### src/rtl/polyphase_input_commutator.sv
// polyphase_input_commutator: steers serial samples round-robin (M-1 down to 0) onto polyphase branches.
// Optional COMMUTATOR_RESYNC_EN adds i_sync to restart the rotation at branch M-1.
module polyphase_input_commutator #(
    parameter int gp_data_width    = 8,
    parameter int gp_nr_phases     = 4,
    parameter int gp_nr_taps_phase = 3
) (
    input  logic                            i_clk,
    input  logic                            i_rst,
    input  logic                            i_valid,
    input  logic [gp_data_width-1:0]        i_data,
`ifdef COMMUTATOR_RESYNC_EN
    input  logic                            i_sync,
`endif
    output logic [gp_data_width-1:0]        o_branch_data,
    output logic [gp_nr_phases-1:0]         o_branch_ena,
    output logic [$clog2(gp_nr_phases)-1:0] o_phase,
    output logic                            o_frame_valid,
    output logic                            o_primed
);
    localparam int PW = $clog2(gp_nr_phases);
    localparam int CW = $clog2(gp_nr_taps_phase + 1);
    localparam logic [PW-1:0] last_phase = PW'(gp_nr_phases - 1);
    localparam logic [CW-1:0] taps_max = CW'(gp_nr_taps_phase);
    localparam logic [gp_nr_phases-1:0] one = {{(gp_nr_phases-1){1'b0}}, 1'b1};

    typedef enum logic [1:0] {IDLE, LOAD, RUN} state_t;

    state_t        state, state_nx;
    logic [PW-1:0] phase, sel;
    logic [CW-1:0] frames, frames_nx;
    logic          sync, frame_done;

`ifdef COMMUTATOR_RESYNC_EN
    assign sync = i_valid & i_sync;
`else
    assign sync = 1'b0;
`endif

    // A resync sample restarts the rotation as if it were the first sample after reset.
    always_comb begin
        sel        = sync ? last_phase : phase;
        frame_done = i_valid && !sync && phase == '0;
        frames_nx  = sync ? '0 : (frame_done && frames != taps_max) ? frames + 1'b1 : frames;
        state_nx   = sync ? LOAD
                   : (frame_done && frames_nx == taps_max) ? RUN
                   : (state == IDLE && i_valid) ? LOAD
                   : state;
    end

    always_ff @(posedge i_clk) begin
        if (i_rst) begin
            o_branch_data <= '0;
            o_branch_ena  <= '0;
            o_frame_valid <= 1'b0;
            phase         <= last_phase;
            frames        <= '0;
            state         <= IDLE;
        end else begin
            o_branch_ena  <= i_valid ? one << sel : '0;
            o_frame_valid <= frame_done;
            frames        <= frames_nx;
            state         <= state_nx;
            if (i_valid) begin
                o_branch_data <= i_data;
                phase         <= (sel == '0) ? last_phase : sel - 1'b1;
            end
        end
    end

    assign o_phase  = phase;
    assign o_primed = state == RUN;
endmodule

### config.mk
export PLATFORM = sky130hd
export DESIGN_NAME = polyphase_input_commutator
export DESIGN_NICKNAME = d
export VERILOG_FILES = /design/src/rtl/polyphase_input_commutator.sv
export SDC_FILE = /design/constraint.sdc
export NUM_CORES = 1
export LEC_CHECK = 0
export BUFFER_PORTS_ARGS = -buffer_cell sky130_fd_sc_hd__buf_2
export CELL_PAD_IN_SITES_DETAIL_PLACEMENT = 0
export CELL_PAD_IN_SITES_GLOBAL_PLACEMENT = 2
export CORE_MARGIN = 5
export CORE_UTILIZATION = 29
export DETAILED_ROUTE_END_ITERATION = 16
export GPL_ROUTABILITY_DRIVEN = 0
export PLACE_DENSITY = 0.83
export SETUP_SLACK_MARGIN = 0.02
export SLEW_MARGIN = 40
export SYNTH_ARGS = -nofsm -noshare
export SYNTH_HDL_FRONTEND = slang
export SYNTH_SLANG_ARGS = --single-unit
### constraint.sdc
create_clock -name i_clk -period 1.9 [get_ports i_clk]
set_input_delay 0.095 -clock i_clk [delete_from_list [all_inputs] [get_ports i_clk]]
set_output_delay 0.095 -clock i_clk [all_outputs]
set_load 0.02 [all_outputs]
==> impl_summary.md, run 1 <==
Run status
The run finished with clean final reports.

Run
The max-cap check violation count is 0.

Pwr
The share of total power in the clock network is 28.2%. The part of the total power dissipated in sequential elements is 59.2%. Cell internal power was estimated by the tool at 0.532 mW. For this design the static power due to leakage is 0.470 nW. Net switching is 26.1% of the power. The worst-case IR drop observed on VDD is 354 µV.

Summed over all nets, the switching power comes to 0.188 mW. The completed layout was analyzed and its total power is 0.719 mW. In this run the power density over the cells is 813 nW/µm².

Combinational cells account for 12.6% of the total power.

Floorplan
Once the floorplan was initialized, standard cells occupied 29.8% of the core. The die is 59.7 µm wide. The top-level port count is 27.

The floorplan has 18 rows. The floorplan step defined a core boundary enclosing 2410 µm². The die height is 59.7 µm.

The total die area is 3570 µm².

Synthesis
The warning count from the yosys run is 0. The portion of the post-synthesis area used by sequential elements is 53.1%. The cell type with the highest aggregate area in the netlist is dfxtp_1. Counting flops with a built-in enable in the synthesized netlist gives 0. By count the netlist is led by 19 x dfxtp_1, 13 x nor2_1, 9 x mux2i_1. The number of nets handed over by synthesis was 81. The share of the synthesized area in the top cell type is 53.1%. The number of library cell types mapped by synthesis is 21. By instance count, the leading cell after synthesis is dfxtp_1.

In the synthesized netlist, the number of instances is 68. The leading register cell type out of synthesis is dfxtp_1. The share of flip-flops with an asynchronous set or reset after synthesis is 0%.

In this run, synthesis produced a sequential element count of 19. The mean instance size in the synthesized netlist is 10.5 µm². The post-synthesis instance area is 717 µm². After synthesis, the cell types taking the most area are dfxtp_1 53%, mux2i_1 13%, nor2_1 6.8%.

Route
The number of DRC markers after the initial detailed-route iteration is 6. The count of nets left with antenna violations after detail routing is 0. The total iterations of the first detailed-routing run is 4. The number of remaining DRC errors is 0. The final wirelength is 1390 µm. The detailed-route wire length per cell is 11.1 µm.

Using the TritonRoute via totals, the vias-per-cell ratio works out to 4.34. The number of vias after detailed routing is 543.

Worst hold path
The end point of the most critical hold path is o_branch_data[3]. The hold path depth is 3. The startpoint identified for the worst hold timing path is i_data[3]. The class of the worst hold path is input port to flip-flop.

Timing
For the final routed database, the setup TNS stands at 0 ns. The final count of hold timing violations was 0. Setup repair after global routing left no endpoint under its margin.

The final number of max-transition violations is 0. Hold timing on the final database bottoms out at a slack of 0.0294 ns. Setup violations remaining at the end of the flow were counted as 0.

The clock arrives with 0.00443 ns of skew. The final critical delay including setup and external delays is 1.26 ns. For this run, the top clock speed supported by timing is 791 MHz.

Headroom to the max-slew limit came out at 75.2%. The pin slew with the least headroom to its limit is 0.372 ns. The portion of the clock cycle consumed by the worst path in the final layout is 66.6%.

Setup path
The highest fanout seen on the critical path is 6. The worst setup path is launched from a flip-flop. The critical path data required time is 2.08 ns. The capturing point of the worst reg2reg path is frames[1]. The worst register-to-register path has a setup slack of 0.64 ns. The sort of element at the end of the critical path is a flip-flop. The worst reg-to-reg path cell count is 5. The worst register-to-register path begins at o_phase[0]. The worst setup path is of the flip-flop to flip-flop kind. At the worst endpoint, the arrival time is 1.45 ns.

Cells and area
The count of inserted antenna diode cells is 0. The end-of-flow core utilization is 36.7%. The area growth from synthesis to layout is 23.4%.

The share of cells above drive strength 1 is 37.9%. The number of nets at the end of the flow is 109.

Global routing
The via count of the first global-routing pass is 541. The initial antenna violation count is 0. The wire length of the first global-routing pass is 2310 µm.

The total global-route track usage is 8.77%. After global routing the overflow that remains totals 0. Entering global routing, the biggest net connects 17 pins.

Clocking
The total setup buffers inserted after CTS is 0. The TritonCTS clock tree is built. The clock passes through at most 2 buffers. After clock tree synthesis, the clock-pin slew on the worst setup and hold paths is 0.11 ns. The number of buffers inserted during clock tree synthesis is 3. CTS built an H-tree with a depth of 1.

The clock drives 19 sinks. For the worst-skew pair, the clock arrives at the later sink with an insertion delay of 0.29 ns. After clock tree synthesis, the flow added hold-fix buffers numbering 0.

The count of instances resized after the clock tree is built is 0. Clock tree synthesis selected as its root buffer the cell clkbuf_4.

Place
Buffers placed on the I/O ports in this run total 26. After legalization and detailed placement, the total HPWL measured 1040 µm.
sequential cells by signal (all words and copies together) (netlist names):
register and flops:
o_branch_data 8, o_branch_ena 4, frames 2, o_phase 2
state 2, o_frame_valid 1
how the worst max path moves through the flow:
stage / startpoint / to / slack (ns)
3_5_place_dp: o_phase[0] / frames[1] / 0.66
3_3_place_gp: o_phase[0] / frames[1] / 0.71
2_1_floorplan: o_phase[0] / frames[1] / 0.62
6_report: o_phase[0] / frames[1] / 0.64
5_1_grt: o_phase[0] / frames[1] / 0.46
4_1_cts: o_phase[0] / frames[1] / 0.63
cell families after synthesis:
| logic type | after synthesis | synth area share (%) |
|---|---|---|
| compound gates | 6 | 5.58 |
| flops | 19 | 53.1 |
| simple gates | 25 | 18.7 |
| mux | 9 | 12.6 |
| fa+ha+maj | 2 | 3.49 |
| buf+inv | 6 | 5.41 |
| xor+xnor | 1 | 1.22 |
per-layer routing:
metal	global-route usage, %	wire (µm)	vias to the layer above
met4	4.75	12	0
met1	10.6	625	236
met5	0	0	-
met3	4.32	175	2
li1	-	-	281
met2	12.7	577	24
layout by cell type, fill, tap and decap left out:
master,netlist,final
clkbuf_4,0,3
nor2b_4,1,1
mux2i_1,9,9
nand2b_1,2,2
buf_2,1,26
dfxtp_1,19,19
o21bai_1,1,1
a311oi_1,1,1
xor2_1,1,1
nand3b_1,1,1
and3_2,4,4
o21ai_0,1,1
and2_4,1,1
inv_1,3,3
clkinv_2,0,1
a21oi_1,1,1
nor2_1,13,13
o21ai_1,1,1
o2bb2ai_1,1,1
nand3_1,1,1
ha_1,2,2
nand2_1,2,2
stage by stage:
stage,std cells,area (µm²),setup slack (ns)
final,125,885,0.635
after global routing,125,885,0.465
after CTS,125,885,0.634
after detailed placement,121,857,0.656
after global placement,121,857,0.712
after floorplan,68,717,0.620
power groups by stage:
stage | Combinational (mW) | Clock (mW) | Sequential, mW
after global routing | 0.101 | 0.233 | 0.429
after floorplan | 0.0425 | 0 | 0.454
after CTS | 0.0928 | 0.214 | 0.426
after global placement | 0.0923 | 0 | 0.434
final | 0.0907 | 0.203 | 0.426
after detailed placement | 0.0931 | 0 | 0.434
cell type report:
cell class,count,area (µm²)
timing repair buffer,26,130
sequential,19,380
clock buffer,3,22.5
inverter,3,11.3
multi-input combinational,43,298
tap,30,37.5
fill,251,1530
clock inverter,1,5.00
worst max-delay path, cell delays in order (launching register included):
cell and delay (ns):
dfxtp_1 0.42, inv_1 0.09, ha_1 0.25, nand3b_1 0.15
mux2i_1 0.20, nor2_1 0.05
Power figures use the tool's default switching activity.
==> run 2: changes to the inputs <==
--- a/config.mk
+++ b/config.mk
@@ -9,10 +9,10 @@
 export CELL_PAD_IN_SITES_DETAIL_PLACEMENT = 0
 export CELL_PAD_IN_SITES_GLOBAL_PLACEMENT = 2
 export CORE_MARGIN = 5
-export CORE_UTILIZATION = 29
+export CORE_UTILIZATION = 27
 export DETAILED_ROUTE_END_ITERATION = 16
 export GPL_ROUTABILITY_DRIVEN = 0
-export PLACE_DENSITY = 0.83
+export PLACE_DENSITY = 0.78
 export SETUP_SLACK_MARGIN = 0.02
 export SLEW_MARGIN = 40
 export SYNTH_ARGS = -nofsm -noshare
==> constraint.sdc (replaced) <==
create_clock -name i_clk -period 1.2 [get_ports i_clk]
set_input_delay 0.06 -clock i_clk [delete_from_list [all_inputs] [get_ports i_clk]]
set_output_delay 0.06 -clock i_clk [all_outputs]
set_load 0.02 [all_outputs]
==> impl_summary.md, run 2 (synthesis gave the netlist of run 1 again) <==
Global routing
The wire length of the first global-routing pass is 2460 µm (+6.6%). The overall overflow remaining after global route is 0 (unchanged). The via count of the first global-routing pass came to 555 (+2.6%). The total global-route track usage is 8.60% (-0.17 points). The maximum number of pins on one net before global-route repair is 15 (-2). The initial antenna violation count is 0 (unchanged).

Clocking
The largest buffer count on any clock path came to 2 (unchanged). The number of buffers inserted during clock tree synthesis is 3 (unchanged). The TritonCTS clock tree is built. The insertion delay of the later-clocked pin in the worst-skew pair is 0.30 ns (about the same).

The clock transition at the register clock pins on the worst setup and hold paths after CTS is 0.11 ns (about the same). The cell sitting at the root of the clock tree is a clkbuf_4. The CTS H-tree depth is 1 (unchanged). The CTS sink count was 19 (unchanged).

Setup path
The worst endpoint data arrival time is 1.30 ns (-0.15 ns). STA classifies the critical path startpoint as a flip-flop. The critical path data required time came to 1.40 ns (-0.68 ns). The critical register-to-register path startpoint is o_phase[1].

The capturing point of the worst reg2reg path is frames[1]. The delay contributed by the slowest stage of the critical path was 0.36 ns (-0.06 ns). The sort of element at the end of the critical path is a flip-flop.

The setup slack on the worst flop-to-flop path was 0.10 ns (-0.53 ns). The buffering stage count on the worst path with inverters included is 1 (unchanged). The highest fanout seen on the critical path is 4 (-2).

The type of the worst setup path is flip-flop to flip-flop. Grouping stages by cell kind, the critical path spends the most delay in flip-flops. The worst reg-to-reg path cell count is 5 (unchanged).

Traced cell by cell, the critical path runs through inv_1 > ha_2 > nand3b_1 > mux2i_1 > nor2_1. The slowest cell on the critical path is dfxtp_2.

Place
The total placed instance area is 875 µm² (+2.0%). The total half-perimeter wirelength after legalization and detailed placement is 1030 µm (-0.33%). The worst setup timing slack at the placement stage is 0.0241 ns (-0.632 ns). The port buffer count is 26 (unchanged).

Cells and area
The top cell types in the final layout, fill and taps aside, are 26 x buf_2, 16 x dfxtp_1, 13 x nor2_1. The commonest non-fill, non-tap cell in the layout is buf_2. The end-of-flow core utilization is 40.8% (+4.1 points). The count of inserted antenna diode cells is 0 (unchanged).

Counting flops per register, the top entry is o_branch_data. In the final layout, the registers with the most flip-flops are o_branch_data: 8 flops, o_branch_ena: 4 flops. The final-layout fill cell count is 247 (-1.6%). The share of cells above drive strength 1 is 42.6% (+4.7 points). The number of flip-flops in the largest register was 8 (unchanged).

The number of nets at the end of the flow is 122 (+12%). Compared with the post-synthesis result, the final layout area differs by 42.4%. The final standard cell area without fillers was 1020 µm² (+15%).

Route
The detailed-route wire length per cell is 10.6 µm (-5.1%). The average via count per standard cell is 4.20 (-3.4%). The number of remaining DRC errors was 0 (unchanged). The count of nets left with antenna violations after detail routing is 0 (unchanged). The total iterations of the first detailed-routing run is 3 (-1). The final wirelength is 1460 µm (+4.8%). The number of DRC markers after the initial detailed-route iteration is 5 (-1). The number of vias after detailed routing is 579 (+6.6%).

Floorplan
The initial core utilization is 28.7% (-1.1 points). The area inside the core boundary came to 2500 µm² (+3.7%). The total die area came to 3790 µm² (+6.2%). The top-level port count was 27 (unchanged). The horizontal die dimension is 61.5 µm (+3.0%). The die height is 61.5 µm (+3.0%).

The number of standard-cell rows in the floorplan is 18 (unchanged).

Worst hold path
The class of the worst hold path is input port to flip-flop. The path with the worst hold slack has its endpoint at state[0]. The startpoint identified for the worst hold timing path is i_valid.

The hold path depth is 2 (-1).

Timing
The pin slew with the least headroom to its limit is 0.181 ns (-0.191 ns). The final count of hold timing violations is 0 (unchanged). The final number of max-transition violations is 0 (unchanged). The final setup violation count is 0 (unchanged). The accumulated negative setup slack is 0 ns (unchanged). The worst clock skew came to 0.00611 ns (+0.00167 ns).

The final worst-path setup slack is 0.102 ns (-0.533 ns). Setup repair after global routing could not meet its margin everywhere. The worst-case headroom to the max-slew limit is 87.9% (+13 points). The highest achievable clock rate came to 911 MHz (+15%). The final critical delay including setup and external delays is 1.10 ns (-0.167 ns). The portion of the clock cycle consumed by the worst path in the final layout came to 91.5% (+25 points).

Run
The max-cap check violation count is 0 (unchanged).

Pwr
The standby leakage power is 0.521 nW (+11%). The total power divided by cell area is 1150 nW/µm² (+41%). The worst IR drop on VDD is 796 µV (+120%). The total power consumption of the routed design is 1.17 mW (+63%).

Run status
The flow ran to the end, and the final reports show no timing, DRC or antenna violations.
run 2: cell count changes in the layout (fill, tap and decap cells not counted), sizes merged:
cell,change
buf,+5
dlygate4sd3,+8
run 2: layout make-up:
type / instances / area (µm²) / share of cell area (%)
Tap cell: 30 / 37.5 / 3.68
Multi-Input combinational cell: 43 / 313 / 30.6
Inverter: 3 / 11.3 / 1.10
Timing Repair Buffer: 39 / 248 / 24.3
Clock buffer: 3 / 22.5 / 2.21
Clock inverter: 1 / 5.00 / 0.490
Sequential cell: 19 / 384 / 37.6
run 2: worst max-delay path by stage:
| stage | endpoint | slack [ns] | from | cells after the start |
|---|---|---|---|---|
| floorplan | frames[1] | 0.03 | o_phase[0] | 5 |
| global placement | frames[1] | 0.07 | o_phase[0] | 5 |
| detailed placement | frames[1] | 0.02 | o_phase[0] | 5 |
| CTS | state[0] | 0.03 | frames[0] | 4 |
| global route | state[0] | 0.01 | frames[1] | 4 |
| finish | frames[1] | 0.10 | o_phase[1] | 5 |
run 2: per-stage QoR:
stage               hold slack [ns]  cells
floorplan                     0.132     68
global placement              0.293    123
detailed placement            0.305    123
CTS                          0.0838    136
global route                  0.110    138
finish                       0.0890    138
run 2: worst register-to-register path, cell delays in order (launching register included):
cell and delay [ns]:
dfxtp_2 0.36, inv_1 0.06, ha_2 0.19, nand3b_1 0.14
mux2i_1 0.19, nor2_1 0.05
run 2: report_power, final:
| part | internal, mW | switching (mW) | total (mW) | leakage, nW |
|---|---|---|---|---|
| Combinational | 0.0873 | 0.0928 | 0.180 | 0.348 |
| Clock | 0.124 | 0.194 | 0.318 | 0.0177 |
| Sequential | 0.660 | 0.0133 | 0.673 | 0.156 |
| Total | 0.871 | 0.300 | 1.17 | 0.521 |
run 2: routing by layer:
metal	vias to the layer above	track usage (%)	part of all wire, %
met1	248	11.4	47
met2	25	13.3	40
met3	0	4.61	13
met5	-	0	0
li1	306	-	-
met4	0	0	0
run 2: timing repair:
item | CTS | global route
buffers inserted | 1 | 2
hold buffers | 8 | 0
endpoints found under the setup margin | 1 | 4
pin swaps | 0 | 1
endpoints found under the hold margin | 8 | 0
resized for setup | 0 | 3
